$ cat src/rtl/rs_issue_select.sv
// rs_issue_select: issue stage behind a reservation station.
// Picks one ready entry round-robin, frees its RS slot with a one-cycle
// finish pulse, hands the operands to a multi-cycle functional unit, then
// broadcasts the result on the CDB once the arbiter grants it. Only one
// entry is in flight at a time.
//
// rs_data packs size entries of 56 bits each, entry z at [z*56 +: 56]:
//   [55:52] op   [51:36] vj   [35:20] vk   [19:17] dest   [16:1] pc   [0] busy
// cdb_out layout: [19:17] dest   [16:1] value   [0] ready
//
// Handshakes: fu_valid/fu_ready is strict valid/ready -- once fu_valid rises,
// fu_op/fu_a/fu_b/fu_pc hold steady until the cycle fu_valid && fu_ready,
// which is the transfer. The only exception is reset/flush, which withdraws
// fu_valid without a transfer. cdb_req stays high until cdb_grant; the
// result counts as broadcast only in the cycle cdb_out.ready (= grant) is 1.
module rs_issue_select #(
  parameter int size  = 4,
  parameter int IDX_W = $clog2(size)
) (
  input  logic                 clk,
  input  logic                 reset,
  input  logic                 flush,
  input  logic [size*56-1:0]   rs_data,
  input  logic [size-1:0]      rs_ready,
  output logic                 finish,
  output logic [IDX_W-1:0]     finish_index,
  output logic                 fu_valid,
  input  logic                 fu_ready,
  output logic [3:0]           fu_op,
  output logic [15:0]          fu_a,
  output logic [15:0]          fu_b,
  output logic [15:0]          fu_pc,
  input  logic                 fu_done,
  input  logic [15:0]          fu_result,
  output logic                 cdb_req,
  input  logic                 cdb_grant,
  output logic [19:0]          cdb_out,
  output logic                 busy,
  output logic [1:0]           dbg_state
);

  typedef enum logic [1:0] {
    IDLE  = 2'd0,
    ISSUE = 2'd1,
    EXEC  = 2'd2,
    BCAST = 2'd3
  } state_t;

  state_t           state, state_n;
  logic [IDX_W-1:0] rr_ptr;
  logic [IDX_W-1:0] sel;
  logic [IDX_W-1:0] sel_next;
  logic             found;
  logic             load;
  logic             capture;
  logic             quiet;
  logic [size-1:0]  elig;
  logic [55:0]      ent [size];
  logic [55:0]      sel_ent;

  logic [3:0]  op_q;
  logic [15:0] a_q;
  logic [15:0] b_q;
  logic [15:0] pc_q;
  logic [2:0]  dest_q;
  logic [15:0] value_q;

  // reset and flush both silence every output in the cycle they are seen
  assign quiet = reset | flush;

  // unpack entries and mark the ones that are both operand-ready and occupied
  always_comb begin
    elig = '0;
    for (int i = 0; i < size; i++) begin
      ent[i]  = rs_data[i*56 +: 56];
      elig[i] = rs_ready[i] & ent[i][0];
    end
  end

  // round-robin pick: first eligible entry starting at rr_ptr, wrapping
  always_comb begin
    int j;
    found = 1'b0;
    sel   = '0;
    j     = 0;
    for (int i = 0; i < size; i++) begin
      j = (int'(rr_ptr) + i) % size;
      if (!found && elig[j[IDX_W-1:0]]) begin
        found = 1'b1;
        sel   = j[IDX_W-1:0];
      end
    end
  end

  assign sel_ent  = ent[sel];
  assign sel_next = (sel == IDX_W'(size - 1)) ? '0 : sel + 1'b1;

  // next-state and handshake outputs; flush/reset override every other event
  always_comb begin
    state_n  = state;
    load     = 1'b0;
    capture  = 1'b0;
    finish   = 1'b0;
    fu_valid = 1'b0;
    cdb_req  = 1'b0;
    cdb_out  = '0;
    if (quiet) begin
      state_n = IDLE;
    end else begin
      case (state)
        IDLE: begin
          if (found) begin
            finish  = 1'b1;
            load    = 1'b1;
            state_n = ISSUE;
          end
        end
        ISSUE: begin
          fu_valid = 1'b1;
          if (fu_ready) state_n = EXEC;
        end
        EXEC: begin
          if (fu_done) begin
            capture = 1'b1;
            state_n = BCAST;
          end
        end
        BCAST: begin
          cdb_req = 1'b1;
          cdb_out = {dest_q, value_q, cdb_grant};
          if (cdb_grant) state_n = IDLE;
        end
        default: state_n = IDLE;
      endcase
    end
  end

  assign finish_index = sel;
  assign fu_op        = op_q;
  assign fu_a         = a_q;
  assign fu_b         = b_q;
  assign fu_pc        = pc_q;
  assign busy         = !quiet && (state != IDLE);
  assign dbg_state    = state;

  // state register
  always_ff @(posedge clk) begin
    if (reset) state <= IDLE;
    else       state <= state_n;
  end

  // round-robin pointer moves past the entry just selected
  always_ff @(posedge clk) begin
    if (quiet)     rr_ptr <= '0;
    else if (load) rr_ptr <= sel_next;
  end

  // operand and result holding registers for the single in-flight entry
  always_ff @(posedge clk) begin
    if (reset) begin
      op_q    <= '0;
      a_q     <= '0;
      b_q     <= '0;
      pc_q    <= '0;
      dest_q  <= '0;
      value_q <= '0;
    end else begin
      if (load) begin
        op_q   <= sel_ent[55:52];
        a_q    <= sel_ent[51:36];
        b_q    <= sel_ent[35:20];
        dest_q <= sel_ent[19:17];
        pc_q   <= sel_ent[16:1];
      end
      if (capture) value_q <= fu_result;
    end
  end

endmodule

$ cat config.mk
export PLATFORM = sky130hd
export DESIGN_NAME = rs_issue_select
export DESIGN_NICKNAME = d
export VERILOG_FILES = /design/src/rtl/rs_issue_select.sv
export SDC_FILE = /design/constraint.sdc
export NUM_CORES = 1
export LEC_CHECK = 0
export CORE_AREA = 8 8 121 123
export CTS_CLUSTER_SIZE = 8
export DETAILED_ROUTE_END_ITERATION = 8
export DIE_AREA = 0 0 129 131
export DONT_BUFFER_PORTS = 1
export PLACE_DENSITY_LB_ADDON = 0.25
export SYNTH_ARGS = -nofsm -noshare
export SYNTH_HDL_FRONTEND = slang
export SYNTH_SLANG_ARGS = --single-unit
$ cat constraint.sdc
create_clock -name clk -period 2.5 [get_ports clk]
set_input_delay 0.375 -clock clk [delete_from_list [all_inputs] [get_ports clk]]
set_output_delay 0.375 -clock clk [all_outputs]
set_load 0.005 [all_outputs]
# Word-level counts from Yosys, hierarchy flattened

Cells that the tools add are included.

Bits in registers: 75
Output and inout bits: 80
Word-level logic and storage cells: 80

Add/sub/neg operators: 4
$lt $le $gt $ge: 5
Equal/unequal tests: 8
Mux-type cells: 37
Bitwise gates (word level): 6
Reductions and logical operators: 12

Operators by type and width:

| cell                  | count |
|---|---|
| $bmux W56 S2          | 1 |
| $mux W56              | 2 |
| $mux W20              | 2 |
| $mux W1               | 18 |
| $mux W2               | 9 |
| $lt A2 B3 Y1 const B  | 4 |
| $bmux W1 S2           | 4 |
| $ne A2 B2 Y1 const B  | 4 |
| $pmux W2 S4           | 1 |
| $eq A2 B2 Y1 const B  | 3 |
| $add A2 B1 Y2 const B | 2 |
| $add A2 B2 Y2 const B | 2 |
| $and A1 B1 Y1         | 4 |
| $logic_and A1 B1 Y1   | 4 |
| $logic_not A1 Y1      | 4 |
| $reduce_and A4 Y1     | 1 |
| $ge A3 B3 Y1 const B  | 1 |
| $not A2 Y3            | 1 |
| $eq A2 B1 Y1 const B  | 1 |
| $logic_not A2 Y1      | 1 |
| $reduce_bool A2 Y1    | 1 |
| $reduce_or A2 Y1      | 1 |
| $or A1 B1 Y1          | 1 |

# Logic depth before layout (Yosys ltp)

Gate-level depths: netlist of the first run.

Depth in word-level cells: 17
Mapped depth: 9
Depth with buffers taken out: 7

# Least setup slack after synthesis of the first run

No wires, ideal clock.

Kind: input port to flip-flop
From: input reset
To: register a_q[0] (netlist: fu_a[0])
Arrival time: 1813 ps
Required time: 2352 ps
Setup slack: 539 ps
Stages: 8
Path buffers: 3
Path through: clkbuf_1 > nor2_1 > nand3_1 > inv_2 > and2_1 > buf_2 > buf_1 > a221oi_2

Word-level cells in the longest chain between the ends: 2

Ends and longest elaborated chain:

| what                 | RTL line | RTL |
|---|---|---|
| start, declared      | 21       | `input logic reset,` |
| $or A1 B1 Y1         | 69       | `assign quiet = reset \| flush;` |
| $mux W1              | n/a      |  |
| named net finish     | 25       | `output logic finish,` |
| end signal, assigned | 170      | `a_q <= sel_ent[51:36];` |
| end, declared        | 62       | `logic [15:0] a_q;` |

The timed path passes the listed nets, and every way through them passes these cells.
A chain may end at the register's enable or synchronous reset.

# Final worst setup path of the first run

From: register rr_ptr[0]
To: output finish_index[0]

Word-level cells in the longest chain between the ends: 12
Elaborated cells on any way between the ends: 24

Ends and longest elaborated chain:

| what                                                   | RTL line | RTL |
|---|---|---|
| start, declared                                        | 50       | `logic [IDX_W-1:0] rr_ptr;` |
| start signal, assigned                                 | 155      | `else if (load) rr_ptr <= sel_next;` |
| branches (longest 11 deep; another with $add A2 B1 Y2) | n/a      |  |
| $mux W2 (*)                                            | 88       | `if (!found && elig[j[IDX_W-1:0]]) begin` |
| end, declared                                          | 26       | `output logic [IDX_W-1:0] finish_index,` |

Mark *: on every way between the ends. The select of a mux whose other input is x is not followed.

==> key figures, run 1 <==
Yosys
  – Post-Synth Simple-Gate Area: 23.6%
  – Number of library cell types mapped by synthesis: 43
  – Synth area leader: dfxtp_1
  – EDFF count, synth: 0
  – Register area share after synthesis: 30.0%
  – Xor and xnor area share after synthesis: 0.175%
  – Yosys reg bits: 75
  – Post-synthesis mux area share: 13.2%
  – Largest family of logic cells by synthesized area: compound AO/OA/AOI/OAI gates
  – Syn Std Cell Area: 0.00501 mm^2
  – Post-synth ARST share: 0%
  – Ys flop type: dfxtp_1
  – Synth warnings: 0
  – Compound-Gate Fraction of Synth Area: 24.7%
  – Syn_area_per_cell: 9.39 um^2
  – Post-Syn Nets: 788
  – Gate Count Post-Synth: 534
  – Adder-Cell Fraction of Synth Area: 0.999%
  – Post-synth top area share: 30.0%
  – Synth area leaders: dfxtp_1 30%, mux2i_1 13%, a221oi_2 10%, nor4b_1 7.9%, a211oi_1 6.7%

Setup path
  – Critical path fanouts, max: 17
  – Critical path's slowest cell: or3_4
  – Delay of the slowest critical-path stage: 520 ps
  – Req. time, crit path: 2120 ps
  – Arr. time, crit path: 1890 ps
  – Crit path kind: flip-flop to primary output
  – Crit start category: flip-flop
  – Cell Chain, Critical Path: nand4b_1 -> o31ai_4 -> or3_4 -> buf_12 -> inv_2
  – Critical Path End Type: primary output

STA
  – Tightest Pin Transition: 885 ps
  – Hold Vio Cnt, Final: 0
  – Rel. slew slack: 41.0%
  – RSZ-0062 raised after global routing: false
  – Final Skew: 4.28 ps
  – Setup_tns: 0 ps
  – Final worst path period need: 2270 ps
  – FMAX: 0.441 GHz
  – Final Worst Setup Slack: 232 ps
  – Final setup violation count: 0
  – Max-slew violation count: 0
  – Period utilization: 90.7%

Finish
  – Flip-flop and latch area: 0.00150 mm^2
  – Layout cells sized above 1: 15.5%
  – Final net count: 758
  – Area grow syn2layout: 8.44%
  – Multi-input gate area: 0.00319 mm^2
  – # fillers: 1293
  – Non-Filler Cell Area, Final: 0.00544 mm^2
  – Post-route insts no fill: 686

Pwr
  – Static Leak: 1.99 nW
  – Psw: 1.03 mW
  – Clock power share: 36.1%
  – Comb power frac: 21.1%
  – Pwr dens: 615 mW/mm^2
  – Switching share of power: 30.9%
  – Sequential group share of total power: 42.8%
  – P_int: 2.31 mW
  – Total power: 3.34 mW
  – Maximum VDD drop: 0.275 mV

Route
  – Iteration-0 DRC Markers: 293
  – Via Count: 4363
  – Post-route ant nets: 0
  – DRC Markers: 0
  – Vias per Instance: 6.36
  – TritonRoute pass-1 iters: 4
  – Drt total wl: 17800 um
  – Wire length per cell: 26.0 um

Clock tree
  – Total CTS buffers: 9
  – CTS sink cnt: 75
  – CTS tree: yes
  – H-Tree Depth: 3
  – Resized cells post-CTS: 0
  – Hold_buf cts: 0
  – Root buffer cell: clkbuf_16
  – Clock Pin Slew Worst Setup and Hold Paths: 60 ps
  – Clk buf depth: 2
  – Clk_lat worst skew: 340 ps
  – Setup Buffers After CTS: 0

GRT
  – GRT Resource Usage Total: 20.1%
  – Grt total ovfl: 0
  – Vias in the first global route: 4516
  – Largest net degree at the start of global routing: 73
  – Initial antenna violation count: 1
  – First-pass GRT wire length: 26100 um

Hold path
  – Hold Crit Class: input pin to flip-flop

Floorplanning
  – Starting Density: 38.9%
  – Die Y: 131 um
  – Die width: 129 um
  – Die area: 0.0169 mm^2
  – Core ar.: 0.0129 mm^2
  – Boundary pin count: 330
  – # rows: 42

Placement
  – Pre-CTS WS: 330 ps
  – Placed Instances: 669
  – Port Buffers: 0
  – Gp weighted congestion: 0.786
  – Detailed placer's ending HPWL: 13500 um
  – Area after DPL: 0.00516 mm^2

Status
  – Status: finished, final reports clean

Job
  – Maxcap violations: 0
-- cell usage after synthesis, types with 4 or more instances --
master     n
and2_1    11
dfxtp_1   75
mux2i_1   66
buf_12     5
inv_1      7
nor2_1     6
nand2b_1  45
o221ai_1  10
a21oi_1   19
and3_1    22
ha_1       4
clkbuf_1  43
a221oi_1  11
nor4b_1   45
nand2_1   39
buf_2      5
a211oi_1  45
a221oi_2  34
nand3b_1  10
-- area by class of cell --
type | count | share of cell area, %
well taps | 176 | 4.05
diodes | 1 | 0.0460
clock inverters | 7 | 0.806
repair buffers | 19 | 4.01
multi-input cells | 390 | 58.7
clock buffers | 9 | 4.14
inverters | 9 | 0.622
flip-flops and latches | 75 | 27.6
-- final timing paths --
| kind | startpoint | endpoint | slack, ps | cells past startpoint |
|---|---|---|---|---|
| max reg2reg | rr_ptr[1]$_SDFFE_PN0P_ | fu_pc[8]$_SDFFE_PP0P_ | 360 | 6 |
| max | rr_ptr[0]$_SDFFE_PN0P_ | finish_index[0] | 230 | 5 |
| min reg2reg | value_q[1]$_SDFFE_PP0P_ | value_q[1]$_SDFFE_PP0P_ | 450 | 2 |
| min | reset | value_q[2]$_SDFFE_PP0P_ | 130 | 1 |
-- through the flow --
stage | hold WS [ps] | utilization [%]
final | 134 | 42.2
after detailed placement | 437 | 40.1
after CTS | 95.3 | 42.2
after global routing | 104 | 42.2
after global placement | 432 | 40.1
after floorplan | 432 | -
-- power by group through the flow --
stage / Sequential (mW) / Combinational, mW / Clock, mW
floorplan: 1.41 / 0.608 / 0
global placement: 1.46 / 0.689 / 0
detailed placement: 1.46 / 0.713 / 0
CTS: 1.43 / 0.714 / 1.25
global route: 1.44 / 0.770 / 1.30
finish: 1.43 / 0.706 / 1.21
-- cells by family (layout without fill, tap and decap cells) --
family,count (synthesis),after routing
other,0,1
flip-flops,75,75
multiplexers,66,66
AO/OA/AOI/OAI,132,132
adder cells (fa/ha/maj),4,4
XOR/XNOR,1,1
buffers and inverters,69,44
AND/OR/NAND/NOR,187,187
-- per-layer routing --
layer | GRT usage (%) | wire length, um
met2 | 35.3 | 9320
met1 | 21.1 | 6350
met4 | 7.88 | 371
met3 | 7.95 | 1810
met5 | 0 | 0
-- critical path, delay by kind of cell, from the launching register on --
family,cells,cell delay (ps)
AOI/OAI and AO/OA,1,100
DFF,1,460
buffers and inverters,2,260
and+or+nand+nor,2,720
-- flip-flops by register name, summed over array words and instances (netlist names) --
register / cells
dbg_state: 2
dest_q: 3
rr_ptr: 2
fu_pc: 16
value_q: 16
fu_a: 16
fu_b: 16
fu_op: 4
-- cell usage in the layout, fill, tap and decap left out, types with 2 or more instances in the layout --
| cell | count |
|---|---|
| nand2b_1 | 45 |
| a211oi_1 | 45 |
| clkinvlp_4 | 2 |
| nand2_1 | 39 |
| inv_2 | 2 |
| ha_1 | 4 |
| mux2i_1 | 66 |
| nor4b_1 | 45 |
| a21oi_1 | 19 |
| nand3_1 | 2 |
| and2_1 | 10 |
| dfxtp_1 | 75 |
| o221ai_1 | 10 |
| a221oi_2 | 34 |
| nor2_1 | 6 |
| buf_12 | 6 |
| a221oi_1 | 11 |
| nand3b_1 | 10 |
| inv_1 | 7 |
| and3_1 | 22 |
| buf_4 | 13 |
| clkbuf_16 | 9 |
| clkinv_2 | 4 |
No activity file was read; power rests on OpenSTA's default activity.
==> run 2, diff against run 1 <==
- SLEW_MARGIN: unset -> 40
==> key figures, run 2 (synthesized netlist as in run 1, its figures left out) <==
GRT
  – Routing usage on met3: 7.95% (unchanged)
  – Global Route met2 Usage: 35.3% (unchanged)
  – GRT Resource Usage Total: 20.1% (unchanged)
  – GRT Max-Usage Layer: met2
  – First-pass GRT wire length: 26100 um (unchanged)
  – Initial antenna violation count: 1 (unchanged)
  – Vias in the first global route: 4516 (unchanged)
  – Met1 Track Usage GR: 21.1% (unchanged)
  – Largest net degree at the start of global routing: 73 (unchanged)
  – Grt total ovfl: 0 (unchanged)

STA
  – RSZ-0062 raised after global routing: false
  – Max-slew violation count: 0 (unchanged)
  – Final Skew: 5.21 ps (+0.924 ps)
  – Final worst path period need: 2270 ps (+1.25 ps)
  – Hold Vio Cnt, Final: 0 (unchanged)
  – Tightest Pin Transition: 643 ps (-241 ps)
  – Period utilization: 90.8% (about the same)
  – Setup_tns: 0 ps (unchanged)
  – FMAX: 0.441 GHz (about the same)
  – Rel. slew slack: 57.1% (+16 points)
  – Final setup violation count: 0 (unchanged)
  – Final Worst Setup Slack: 230 ps (-1.25 ps)

Placement
  – Area after DPL: 0.00516 mm^2 (unchanged)
  – Port Buffers: 0 (unchanged)
  – Gp weighted congestion: 0.786 (unchanged)
  – Detailed placer's ending HPWL: 13500 um (unchanged)
  – Pre-CTS WS: 330 ps (unchanged)

Finish
  – Area grow syn2layout: 8.51% (about the same)
  – Flip-flop and latch area: 0.00150 mm^2 (unchanged)
  – # fillers: 1294 (+0.077%)
  – Multi-input gate area: 0.00319 mm^2 (unchanged)
  – Layout cells sized above 1: 15.5% (unchanged)
  – Final net count: 758 (unchanged)
  – Commonest non-fill, non-tap cell in the layout: dfxtp_1
  – Commonest cells after routing, fill and taps aside: 75 x dfxtp_1, 66 x mux2i_1, 45 x nand2b_1, 45 x nor4b_1, 45 x a211oi_1
  – Non-Filler Cell Area, Final: 0.00544 mm^2 (about the same)
  – Final core occ: 42.2% (about the same)

Route
  – Via Count: 4347 (-0.37%)
  – Drt total wl: 18000 um (+0.61%)
  – Wire length per cell: 26.2 um (+0.61%)
  – DRC Markers: 0 (unchanged)
  – Iteration-0 DRC Markers: 240 (-18%)
  – Vias per Instance: 6.34 (-0.37%)
  – Post-route ant nets: 0 (unchanged)
  – TritonRoute pass-1 iters: 4 (unchanged)

Hold path
  – Worst Hold End: value_q[1]$_SDFFE_PP0P_
  – Min-delay src: reset
  – WHS Path Cells: 1 (unchanged)
  – Hold Crit Class: input pin to flip-flop

Floorplanning
  – # rows: 42 (unchanged)
  – Starting Density: 38.9% (unchanged)
  – Core ar.: 0.0129 mm^2 (unchanged)
  – Die width: 129 um (unchanged)
  – Die area: 0.0169 mm^2 (unchanged)
  – Boundary pin count: 330 (unchanged)
  – Die Y: 131 um (unchanged)

Clock tree
  – CTS sink cnt: 75 (unchanged)
  – CTS tree: yes
  – Resized cells post-CTS: 0 (unchanged)
  – Clk_lat worst skew: 340 ps (about the same)
  – Hold_buf cts: 0 (unchanged)
  – Total CTS buffers: 9 (unchanged)
  – Setup Buffers After CTS: 0 (unchanged)
  – Clk buf depth: 2 (unchanged)
  – H-Tree Depth: 3 (unchanged)
  – Clock Pin Slew Worst Setup and Hold Paths: 60 ps (about the same)
  – Root buffer cell: clkbuf_16

Setup path
  – Req. time, crit path: 2120 ps (about the same)
  – Crit path kind: flip-flop to primary output
  – Critical Path End Type: primary output
  – Arr. time, crit path: 1890 ps (about the same)
  – Critical path fanouts, max: 17 (unchanged)
  – Crit start category: flip-flop
  – FF-to-FF End: fu_pc[7]$_SDFFE_PP0P_
  – Reg-to-reg slack, setup: 380 ps (+20 ps)
  – Reg2reg path depth: 6 (unchanged)
  – Worst R2R Start: rr_ptr[1]$_SDFFE_PN0P_

Pwr
  – Maximum VDD drop: 0.272 mV (-1.1%)
  – Static Leak: 1.99 nW (about the same)
  – Pwr dens: 615 mW/mm^2 (about the same)

Job
  – Maxcap violations: 0 (unchanged)

Status
  – Status: finished, final reports clean
==> run 2: cell types whose count changed in the layout (fill, tap and decap cells not counted) <==
cell   previous run  this run
buf_6             0         1
buf_4            13        12
==> run 2: layout make-up <==
class | count | share of cell area (%)
clock inverters | 7 | 0.805
clock buffers | 9 | 4.14
repair buffers | 19 | 4.07
multi-input cells | 390 | 58.7
well taps | 176 | 4.05
diodes | 1 | 0.0460
flip-flops and latches | 75 | 27.6
inverters | 9 | 0.621
==> run 2: critical path, stage by stage (launching register included) <==
cell and delay, ps:
dfxtp_1 460, nand4b_1 200, o31ai_4 100, or3_4 520, buf_12 210, inv_2 50
==> run 2: layer usage <==
metal / up-vias / part of all wire [%]
met5: - / 0
met4: 0 / 1.7
met3: 21 / 9.5
met2: 207 / 52
met1: 2123 / 36
li1: 1996 / -
==> run 2: where the power goes <==
group / internal [mW] / total [mW] / switching (mW)
logic: 0.324 / 0.707 / 0.383
registers: 1.32 / 1.43 / 0.112
clock network: 0.668 / 1.21 / 0.538
total: 2.31 / 3.34 / 1.03
==> run 2: how the worst max path moves through the flow <==
| stage | start | end | depth (start not counted) |
|---|---|---|---|
| floorplan | reset | fu_a[0]$_SDFFE_PP0P_ | 8 |
| global placement | rr_ptr[1]$_SDFFE_PN0P_ | fu_a[15]$_SDFFE_PP0P_ | 6 |
| detailed placement | rs_ready[1] | fu_a[5]$_SDFFE_PP0P_ | 6 |
| CTS | rr_ptr[0]$_SDFFE_PN0P_ | finish_index[0] | 5 |
| global route | rr_ptr[0]$_SDFFE_PN0P_ | finish_index[0] | 5 |
| finish | rr_ptr[0]$_SDFFE_PN0P_ | finish_index[0] | 5 |
==> run 2: stage by stage <==
step	hold slack [ps]	instances	total power, mW
final	139	686	3.34
after floorplan	432	534	2.02
after global placement	432	669	2.15
after CTS	95.3	685	3.39
after global routing	104	686	3.51
after detailed placement	437	669	2.17
